===== src/rtl/mem_arbiter_pkg.sv =====
// mem_arbiter_pkg
//   Shared definitions for the IF/LS memory arbiter: default widths and limits,
//   FSM state encoding, requester (owner) IDs and a state-to-owner helper.
//   No ports; imported by mem_arbiter and arb_watchdog.
package mem_arbiter_pkg;

    localparam int unsigned DEF_ADDR_W     = 32;
    localparam int unsigned DEF_DATA_W     = 32;
    localparam int unsigned DEF_STARVE_MAX = 4;
    localparam int unsigned DEF_TIMEOUT    = 16;

    // STARVE_MAX is at most 15, TIMEOUT at most 255.
    localparam int unsigned STARVE_CNT_W = 4;
    localparam int unsigned WD_CNT_W     = 8;

    typedef enum logic [1:0] {
        ARB_IDLE    = 2'd0,
        ARB_BUSY_IF = 2'd1,
        ARB_BUSY_LS = 2'd2
    } arb_state_e;

    typedef enum logic [1:0] {
        OWNER_NONE = 2'd0,
        OWNER_IF   = 2'd1,
        OWNER_LS   = 2'd2
    } owner_e;

    // The busy state already names the requester that owns the bus.
    function automatic owner_e owner_of(input arb_state_e st);
        case (st)
            ARB_BUSY_IF: return OWNER_IF;
            ARB_BUSY_LS: return OWNER_LS;
            default:     return OWNER_NONE;
        endcase
    endfunction

endpackage


===== src/rtl/mem_arbiter_watchdog.sv =====
// arb_watchdog
//   Access watchdog: a down counter loaded on every grant and decremented while
//   an access is outstanding. expire is high in the busy cycle that is TIMEOUT
//   cycles after the grant (counter reached zero).
// Ports
//   clk     in   clock, rising edge
//   rst     in   asynchronous active-low reset
//   load    in   grant this cycle; reload the counter
//   busy    in   an access is outstanding
//   expire  out  timeout point reached for the outstanding access
module arb_watchdog
    import mem_arbiter_pkg::*;
#(
    parameter int unsigned TIMEOUT = DEF_TIMEOUT
) (
    input  logic clk,
    input  logic rst,
    input  logic load,
    input  logic busy,
    output logic expire
);

    logic [WD_CNT_W-1:0] cnt_q, cnt_d;

    always_comb begin
        cnt_d = cnt_q;
        if (load) begin
            // First busy cycle sees TIMEOUT-1, so zero lands TIMEOUT cycles after grant.
            cnt_d = WD_CNT_W'(TIMEOUT - 1);
        end else if (busy && (cnt_q != '0)) begin
            cnt_d = cnt_q - WD_CNT_W'(1);
        end
    end

    always_ff @(posedge clk or negedge rst) begin
        if (!rst) begin
            cnt_q <= '0;
        end else begin
            cnt_q <= cnt_d;
        end
    end

    assign expire = busy & (cnt_q == '0);

endmodule


===== src/rtl/mem_arbiter.sv =====
// mem_arbiter
//   Shares a single-port memory bus between instruction fetch (IF) and
//   load/store (LS). One access outstanding at a time; LS has priority, IF wins
//   once after STARVE_MAX consecutive lost arbitrations. A watchdog ends an
//   access with an error response if memory does not answer within TIMEOUT.
// Ports
//   clk, rst                      clock (rising edge), async active-low reset
//   if_req_i/if_addr_i            IF read request, held until if_gnt_o
//   if_gnt_o/if_rvalid_o/if_rdata_o   IF grant, response strobe and data
//   ls_req_i/ls_we_i/ls_addr_i/ls_wdata_i/ls_be_i   LS request, held until ls_gnt_o
//   ls_gnt_o/ls_rvalid_o/ls_rdata_o   LS grant, response strobe, data (0 on writes)
//   err_o                         marks the concurrent rvalid as a timeout
//   mem_req_o/mem_we_o/mem_addr_o/mem_wdata_o/mem_be_o   memory access, 1 cycle
//   mem_rvalid_i/mem_rdata_i      memory response
module mem_arbiter
    import mem_arbiter_pkg::*;
#(
    parameter int unsigned ADDR_W     = DEF_ADDR_W,
    parameter int unsigned DATA_W     = DEF_DATA_W,
    parameter int unsigned STARVE_MAX = DEF_STARVE_MAX,
    parameter int unsigned TIMEOUT    = DEF_TIMEOUT
) (
    input  logic                  clk,
    input  logic                  rst,
    input  logic                  if_req_i,
    input  logic [ADDR_W-1:0]     if_addr_i,
    output logic                  if_gnt_o,
    output logic                  if_rvalid_o,
    output logic [DATA_W-1:0]     if_rdata_o,
    input  logic                  ls_req_i,
    input  logic                  ls_we_i,
    input  logic [ADDR_W-1:0]     ls_addr_i,
    input  logic [DATA_W-1:0]     ls_wdata_i,
    input  logic [DATA_W/8-1:0]   ls_be_i,
    output logic                  ls_gnt_o,
    output logic                  ls_rvalid_o,
    output logic [DATA_W-1:0]     ls_rdata_o,
    output logic                  err_o,
    output logic                  mem_req_o,
    output logic                  mem_we_o,
    output logic [ADDR_W-1:0]     mem_addr_o,
    output logic [DATA_W-1:0]     mem_wdata_o,
    output logic [DATA_W/8-1:0]   mem_be_o,
    input  logic                  mem_rvalid_i,
    input  logic [DATA_W-1:0]     mem_rdata_i
);

    arb_state_e              state_q, state_d;
    logic [STARVE_CNT_W-1:0] starve_q, starve_d;
    logic                    ls_we_q, ls_we_d;

    owner_e owner;
    logic   busy;
    logic   done;
    logic   timeout;
    logic   grant_point;
    logic   starve_hit;
    logic   ls_win;
    logic   if_win;
    logic   grant;
    logic   wd_expire;

    assign owner   = owner_of(state_q);
    assign busy    = (state_q != ARB_IDLE);
    assign done    = busy & mem_rvalid_i;
    // A response arriving on the last allowed cycle still wins over the timeout.
    assign timeout = busy & wd_expire & ~mem_rvalid_i;

    // rst is active-low; holding it low suppresses grants so all outputs stay 0.
    assign grant_point = rst & (~busy | done);
    assign starve_hit  = if_req_i & (starve_q == STARVE_CNT_W'(STARVE_MAX));
    assign ls_win      = grant_point & ls_req_i & ~starve_hit;
    assign if_win      = grant_point & if_req_i & ~ls_win;
    assign grant       = ls_win | if_win;

    arb_watchdog #(
        .TIMEOUT (TIMEOUT)
    ) u_watchdog (
        .clk    (clk),
        .rst    (rst),
        .load   (grant),
        .busy   (busy),
        .expire (wd_expire)
    );

    // Next state and bookkeeping.
    always_comb begin
        state_d  = state_q;
        starve_d = starve_q;
        ls_we_d  = ls_we_q;

        if (timeout) begin
            state_d = ARB_IDLE;
        end else if (ls_win) begin
            state_d = ARB_BUSY_LS;
        end else if (if_win) begin
            state_d = ARB_BUSY_IF;
        end else if (done) begin
            state_d = ARB_IDLE;
        end

        if (ls_win) begin
            ls_we_d = ls_we_i;
        end

        // Only arbitration points count as losses for IF.
        if (if_win) begin
            starve_d = '0;
        end else if (grant_point && if_req_i &&
                     (starve_q != STARVE_CNT_W'(STARVE_MAX))) begin
            starve_d = starve_q + STARVE_CNT_W'(1);
        end
    end

    always_ff @(posedge clk or negedge rst) begin
        if (!rst) begin
            state_q  <= ARB_IDLE;
            starve_q <= '0;
            ls_we_q  <= 1'b0;
        end else begin
            state_q  <= state_d;
            starve_q <= starve_d;
            ls_we_q  <= ls_we_d;
        end
    end

    // Grant-side outputs are driven straight from the winner's request fields.
    always_comb begin
        if_gnt_o    = if_win;
        ls_gnt_o    = ls_win;
        mem_req_o   = grant;
        mem_we_o    = 1'b0;
        mem_addr_o  = '0;
        mem_wdata_o = '0;
        mem_be_o    = '0;

        if (ls_win) begin
            mem_we_o    = ls_we_i;
            mem_addr_o  = ls_addr_i;
            mem_wdata_o = ls_wdata_i;
            mem_be_o    = ls_be_i;
        end else if (if_win) begin
            mem_addr_o  = if_addr_i;
            mem_be_o    = '1;
        end
    end

    // Response-side outputs are routed to the current owner.
    always_comb begin
        if_rvalid_o = 1'b0;
        if_rdata_o  = '0;
        ls_rvalid_o = 1'b0;
        ls_rdata_o  = '0;
        err_o       = timeout;

        case (owner)
            OWNER_IF: begin
                if_rvalid_o = done | timeout;
                if_rdata_o  = done ? mem_rdata_i : '0;
            end
            OWNER_LS: begin
                ls_rvalid_o = done | timeout;
                ls_rdata_o  = (done && !ls_we_q) ? mem_rdata_i : '0;
            end
            default: begin
            end
        endcase
    end

endmodule


===== config.mk =====
export PLATFORM = sky130hd
export DESIGN_NAME = mem_arbiter
export DESIGN_NICKNAME = d
export VERILOG_FILES = /design/src/rtl/mem_arbiter_pkg.sv /design/src/rtl/mem_arbiter_watchdog.sv /design/src/rtl/mem_arbiter.sv
export SDC_FILE = /design/constraint.sdc
export NUM_CORES = 1
export LEC_CHECK = 0
export BUFFER_PORTS_ARGS = -buffer_cell sky130_fd_sc_hd__clkbuf_2
export CAP_MARGIN = 20
export CORE_AREA = 2 2 107 109
export CTS_CLUSTER_DIAMETER = 50
export DETAILED_ROUTE_END_ITERATION = 6
export DIE_AREA = 0 0 109 111
export GPL_TIMING_DRIVEN = 0
export PLACE_DENSITY_LB_ADDON = 0.1
export SLEW_MARGIN = 20
export SYNTH_ARGS = -nofsm -noshare
export SYNTH_HDL_FRONTEND = slang
export SYNTH_HIERARCHICAL = 1
export SYNTH_SLANG_ARGS = --single-unit

===== constraint.sdc =====
create_clock -name clk -period 2.6 [get_ports clk]
set_input_delay 0.26 -clock clk [delete_from_list [all_inputs] [get_ports clk]]
set_output_delay 0.26 -clock clk [all_outputs]
set_load 0.01 [all_outputs]

== After elaboration in Yosys (flattened, before gate mapping) ==
Cells that the tools add are included.

* Add/sub/neg operators: 2
* Equality and inequality tests: 6
* Multiplexer cells: 21
* Bitwise logic cells: 17
* Reductions and logical operators: 11

{| class="wikitable"
|+ Operators with widths
! kind !! count
|-
| $mux W32 || 7
|-
| $mux W4 || 4
|-
| $mux W8 || 2
|-
| $and A1 B1 Y1 || 10
|-
| $logic_not A8 Y1 || 1
|-
| $mux W2 || 4
|-
| $reduce_bool A8 Y1 || 1
|-
| $sub A8 B1 Y8 const B || 1
|-
| $reduce_bool A2 Y1 || 3
|-
| $add A4 B1 Y4 const B || 1
|-
| $eq A2 B1 Y1 const B || 2
|-
| $eq A2 B2 Y1 const B || 2
|-
| $eq A4 B3 Y1 const B || 1
|-
| $logic_and A1 B1 Y1 || 4
|-
| $ne A4 B3 Y1 const B || 1
|-
| $not A1 Y1 || 4
|-
| $pmux W2 S2 || 1
|-
| $reduce_bool A4 Y1 || 1
|-
| $mux W1 || 3
|-
| $or A1 B1 Y1 || 3
|-
| $logic_not A1 Y1 || 1
|}

* Register bits: 15
* Bits of input ports: 138
* Logic and storage cells: 61

== Logic depth before layout (Yosys ltp) ==
* Depth after elaboration: 11
* Gate-level depth with buffers: 9
* Gate-level depth less buffers: 7

== Cells and area by module ==
Netlist, hierarchy kept.

{| class="wikitable"
|+ Modules (own cells, without submodules)
! module !! times used !! cells each !! area each (um2) !! sequential area each (um2)
|-
| mem_arbiter || 1 || 271 || 1,662.8 || 175.2
|-
| arb_watchdog || 1 || 48 || 459.2 || 200.2
|}

== Worst setup path after synthesis ==
Ideal clock, no wire load.

* Path type: register -> register
* From: reg state_q[0]
* To: reg u_watchdog.cnt_q[7]
* Library setup time: 0.140 ns
* Data arrival time: 1.898 ns
* Required time: 2.460 ns
* Path slack: 0.563 ns
* Cell stages (with the launch flop): 10
* Clock period less this slack: 2.037 ns
* Path through: dfrtp_1 o21bai_1 nand2_1 buf_2 buf_2 nor2_1 clkbuf_1 inv_1 o311ai_0 o41ai_1

* Cells in the longest elaborated chain, start to end: 10

{| class="wikitable"
|+ Ends and longest elaborated chain
! element !! line !! text
|-
| start: declaration || mem_arbiter.sv:48 || <nowiki>arb_state_e state_q, state_d;</nowiki>
|-
| start signal: assignment || mem_arbiter.sv:121 || <nowiki>state_q <= state_d;</nowiki>
|-
| $reduce_bool A2 Y1 * || mem_arbiter.sv:64 || <nowiki>assign busy = (state_q != ARB_IDLE);</nowiki>
|-
| $and A1 B1 Y1 / $not A1 Y1 (equally long branches) || mem_arbiter.sv:65, mem_arbiter.sv:70 ||
|-
| $or A1 B1 Y1 * || mem_arbiter.sv:70 || <nowiki>assign grant_point = rst & (~busy | done);</nowiki>
|-
| $and A1 B1 Y1 * || mem_arbiter.sv:70 ||
|-
| $and A1 B1 Y1 (2 in series) || mem_arbiter.sv:72 || <nowiki>assign ls_win = grant_point & ls_req_i & ~starve_hit;</nowiki>
|-
| $not A1 Y1 || mem_arbiter.sv:73 || <nowiki>assign if_win = grant_point & if_req_i & ~ls_win;</nowiki>
|-
| $and A1 B1 Y1 || mem_arbiter.sv:73 ||
|-
| $or A1 B1 Y1 * || mem_arbiter.sv:74 || <nowiki>assign grant = ls_win | if_win;</nowiki>
|-
| net mem_req_o || mem_arbiter.sv:39 || <nowiki>output logic mem_req_o,</nowiki>
|-
| $mux W8 / $reduce_bool A2 Y1 (equally long branches) || - ||
|-
| end signal: assignment || mem_arbiter_watchdog.sv:39 || <nowiki>cnt_q <= cnt_d;</nowiki>
|-
| end: declaration || mem_arbiter_watchdog.sv:23 || <nowiki>logic [WD_CNT_W-1:0] cnt_q, cnt_d;</nowiki>
|}

The timed path passes the listed nets; every way through them passes the cells marked *.
A chain may end at the register's enable or synchronous reset.

== Worst setup path after layout ==
* From: reg starve_q[0]
* To: out mem_addr_o[8]

* Cells in the longest elaborated chain, start to end: 8

{| class="wikitable"
|+ Ends and longest elaborated chain
! element !! line !! text
|-
| start: declaration || mem_arbiter.sv:49 || <nowiki>logic [STARVE_CNT_W-1:0] starve_q, starve_d;</nowiki>
|-
| start signal: assignment || mem_arbiter.sv:122 || <nowiki>starve_q <= starve_d;</nowiki>
|-
| $eq A4 B3 Y1 * || mem_arbiter.sv:71 || <nowiki>assign starve_hit = if_req_i & (starve_q == STARVE_CNT_W'(STARVE_MAX));</nowiki>
|-
| $and A1 B1 Y1 * || mem_arbiter.sv:71 ||
|-
| $not A1 Y1 * || mem_arbiter.sv:72 ||
|-
| $and A1 B1 Y1 * || mem_arbiter.sv:72 ||
|-
| $not A1 Y1 || mem_arbiter.sv:73 ||
|-
| $and A1 B1 Y1 || mem_arbiter.sv:73 ||
|-
| $mux W32 || mem_arbiter.sv:142 || <nowiki>end else if (if_win) begin</nowiki>
|-
| $mux W32 * || mem_arbiter.sv:137 || <nowiki>if (ls_win) begin</nowiki>
|-
| end: declaration || mem_arbiter.sv:41 || <nowiki>output logic [ADDR_W-1:0] mem_addr_o,</nowiki>
|}

Mark *: on every way between the ends. The rest lies on a longest branch, timed or not.

==> results.txt <==
outcome: finished, final reports clean
cell class contributing the biggest share of worst-path delay: compound AO/OA/AOI/OAI gates
setup repair after global routing missed its margin: false
power per unit of standard cell area: 396 mW/mm2
number of hold-slack violations in the final timing report: 0
cell count of the worst reg-to-reg path: 9
layout overhead on the synthesized area: 78.1%
# nets final: 741
Mapped Cells: 319
min Tclk post-route: 2330 ps
Max Clock Freq: 0.429 GHz
layout cells sized above 1: 50.6%
1st-iter DRT viols: 151
share of the synthesized area in compound gates (AO/OA/AOI/OAI): 16.4%
later-pin clock latency in the skew report: 240 ps
master cell of the clock root buffer: clkbuf_16
post-route ant nets: 0
xor-xnor portion of the synthesized cell area: 0%
WP data arrival: 2070 ps
remaining max-slew budget at the tightest pin: 52.2%
total clock buffers created by CTS: 3
post-detailed-placement cell area: 0.00368 mm2
largest stage delay on the critical path: 390 ps
worst vdd ir: 190 uV
number of inserted diodes: 0
Congestion Overflow GR: 0
cell at the slowest stage of the critical path: dfrtp_1
Via density: 4.39
Crit path buffers/inverters: 3
final RePlAce weighted congestion: 0.825
Worst Setup Path Type: reg -> out
nets in the synthesized netlist: 460
initial cell density of the core: 19.2%
routed wirelength normalized by instance count: 14.2 um
per-instance average area after synthesis: 6.65 um2
final design instance area without fill: 0.00378 mm2
actual slew at the worst max-slew pin: 715 ps
maximum number of buffers from clock root to sink: 2
biggest area contributors in the synthesized netlist: and2_1 29%, dfrtp_1 18%, a21oi_1 9.7%
max-cap violation count: 0
count of filler cells inserted in the layout: 1242
number of different library cells in the post-synthesis netlist: 39
HPWL after DPL: 9170 um
total via count in the routed design: 3255
worst hold path type: in -> reg
register bit count reported by yosys: 15
CTS tree: built
chip height: 111 um
IO Count: 277
wire length of the first global-routing pass: 15300 um
largest fanout of any net on the critical path: 10
adder-cell area share of the yosys netlist: 1.77%
proportion of netlist area held by the largest area contributor: 28.9%
total standard cell area after synthesis: 0.00212 mm2
floorplan die area: 0.0121 mm2
static leakage: 0.00216 uW
H-tree levels: 1
setup tns final: 0 ps
simple-gate share of the synthesized area: 54.1%
Yosys warnings: 6
Sink Count: 15
Hold Startpoint: ls_we_i
proportion of synthesized area in mux cells: 2.48%
Worst Setup End Kind: output port
Hold Path Cell Cnt: 2
Final setup violation count: 0
Worst setup startpoint: starve_q[0]
area inside the core boundary: 0.0111 mm2
main combinational cell family by area after synthesis: simple AND/OR/NAND/NOR gates
Post-Route WL: 10600 um
drc violations: 0
cell-by-cell trace of the critical path: inv_1, ha_1, nand3b_4, o21ai_4, buf_6, nand3_1, a21oi_1, clkbuf_2
launch instance of the worst register-to-register path: state_q[0]
total iterations of the first detailed-routing run: 4
Worst setup SP type: flop
vias in the first global route: 3004
sequential area share after synthesis: 17.7%
number of antenna violations at the first check in global routing: 0
Max Transition Viols Final: 0
die span in x: 109 um
clock-pin slew on the worst setup and hold paths: 50 ps
Post-Route Skew: 1.83 ps
Row Count: 39
number of buffers added on ports: 275
largest area contributor in the synthesized netlist: and2_1
GRT Overall Usage: 16.1%
number of cells on the critical path: 8
data required time of the critical path: 2340 ps
pin count of the biggest net entering global routing: 16
final cycle utilization of the critical path: 89.6%
## synthesized netlist by cell type (all sizes together)
| cell type | number |
|---|---|
| o21ai | 7 |
| or4 | 3 |
| nor2 | 11 |
| o41ai | 2 |
| o21a | 1 |
| mux2i | 3 |
| nor3b | 3 |
| a21boi | 1 |
| and4bb | 1 |
| nand2 | 41 |
| o21bai | 1 |
| dfrtp | 15 |
| nor4 | 1 |
| mux2 | 2 |
| o311ai | 1 |
| a21o | 1 |
| or3b | 1 |
| or3 | 2 |
| inv | 8 |
| and3 | 1 |
| a21oi | 41 |
| nor2b | 2 |
| a2111o | 2 |
| ha | 3 |
| a22o | 2 |
| or2 | 2 |
| nand3 | 35 |
| nand3b | 2 |
| clkbuf | 12 |
| and2 | 98 |
| buf | 13 |
| and3b | 1 |
## per-layer routing
metal / up-vias / track usage [%] / share of wire [%] / wire (um)
li1: 1620 / - / - / -
met1: 1455 / 17.9 / 37 / 3940
met2: 173 / 31.6 / 53 / 5590
met3: 7 / 2.59 / 9.1 / 957
met4: 0 / 2.39 / 0.70 / 74
met5: - / 0 / 0 / 0
## stage by stage
stage,cells,utilization (%),worst slack [ps],total power (uW),hold WS [ps]
2_1_floorplan,319,-,563,834,-35.6
3_3_place_gp,737,33.2,89.1,1190,221
3_5_place_dp,737,33.2,66.5,1200,222
4_1_cts,742,34.0,55.2,1520,294
5_1_grt,742,34.1,24.9,1630,292
6_report,742,34.1,270,1500,272
## registers in the layout (all words and copies together), names as in the netlist
register	flops
u_watchdog/cnt_q	8
starve_q	4
state_q	2
ls_we_q	1
## worst paths after layout
path / slack, ps / end
worst max-delay path: 270 / mem_addr_o[8]
worst min-delay path: 270 / ls_we_q
worst max register to register: 280 / u_watchdog/cnt_q[7]
worst min register to register: 480 / starve_q[3]
max in group asynchronous: 1500 / starve_q[3]
min in group asynchronous: 660 / u_watchdog/cnt_q[3]
## final cells by class
cell class	instances	area (um2)	share of cell area, %
multi-input combinational	271	1600	42.3
timing repair buffer	276	1390	36.7
sequential	15	375	9.93
tap	143	179	4.74
buffer	25	133	3.51
clock buffer	4	78.8	2.09
inverter	8	30.0	0.795
## placed cells by master, fill, tap and decap left out, types with 6 or more instances in the layout
cell      Yosys  layout
a21oi_1      41      41
and2_1       98      98
buf_2         9       9
clkbuf_1     12      12
clkbuf_2      0     276
dfrtp_1      15      15
inv_1         8       8
nand2_1      41      41
nand3_1      35      35
nor2_1       10      10
o21ai_0       6       6
## report_power, final
group / internal [uW] / switching [uW]
logic: 385 / 478
registers: 283 / 50.1
clock network: 208 / 94.4
## timing repair
item | 4_1_cts | 5_1_grt
resized for setup | 1 | 3
endpoints found under the setup margin | 1 | 3
hold endpoints to repair | 15 | 0
buffers inserted | 0 | 0
hold buffers | 1 | 0
## cell families (layout without fill, tap and decap cells)
family / count (synthesis) / count (layout)
multiplexers: 5 / 5
flip-flops: 15 / 15
AO/OA/AOI/OAI: 59 / 59
adder cells (fa/ha/maj): 3 / 3
AND/OR/NAND/NOR: 204 / 204
buffers and inverters: 33 / 313
No activity file was read; power rests on OpenSTA's default activity.
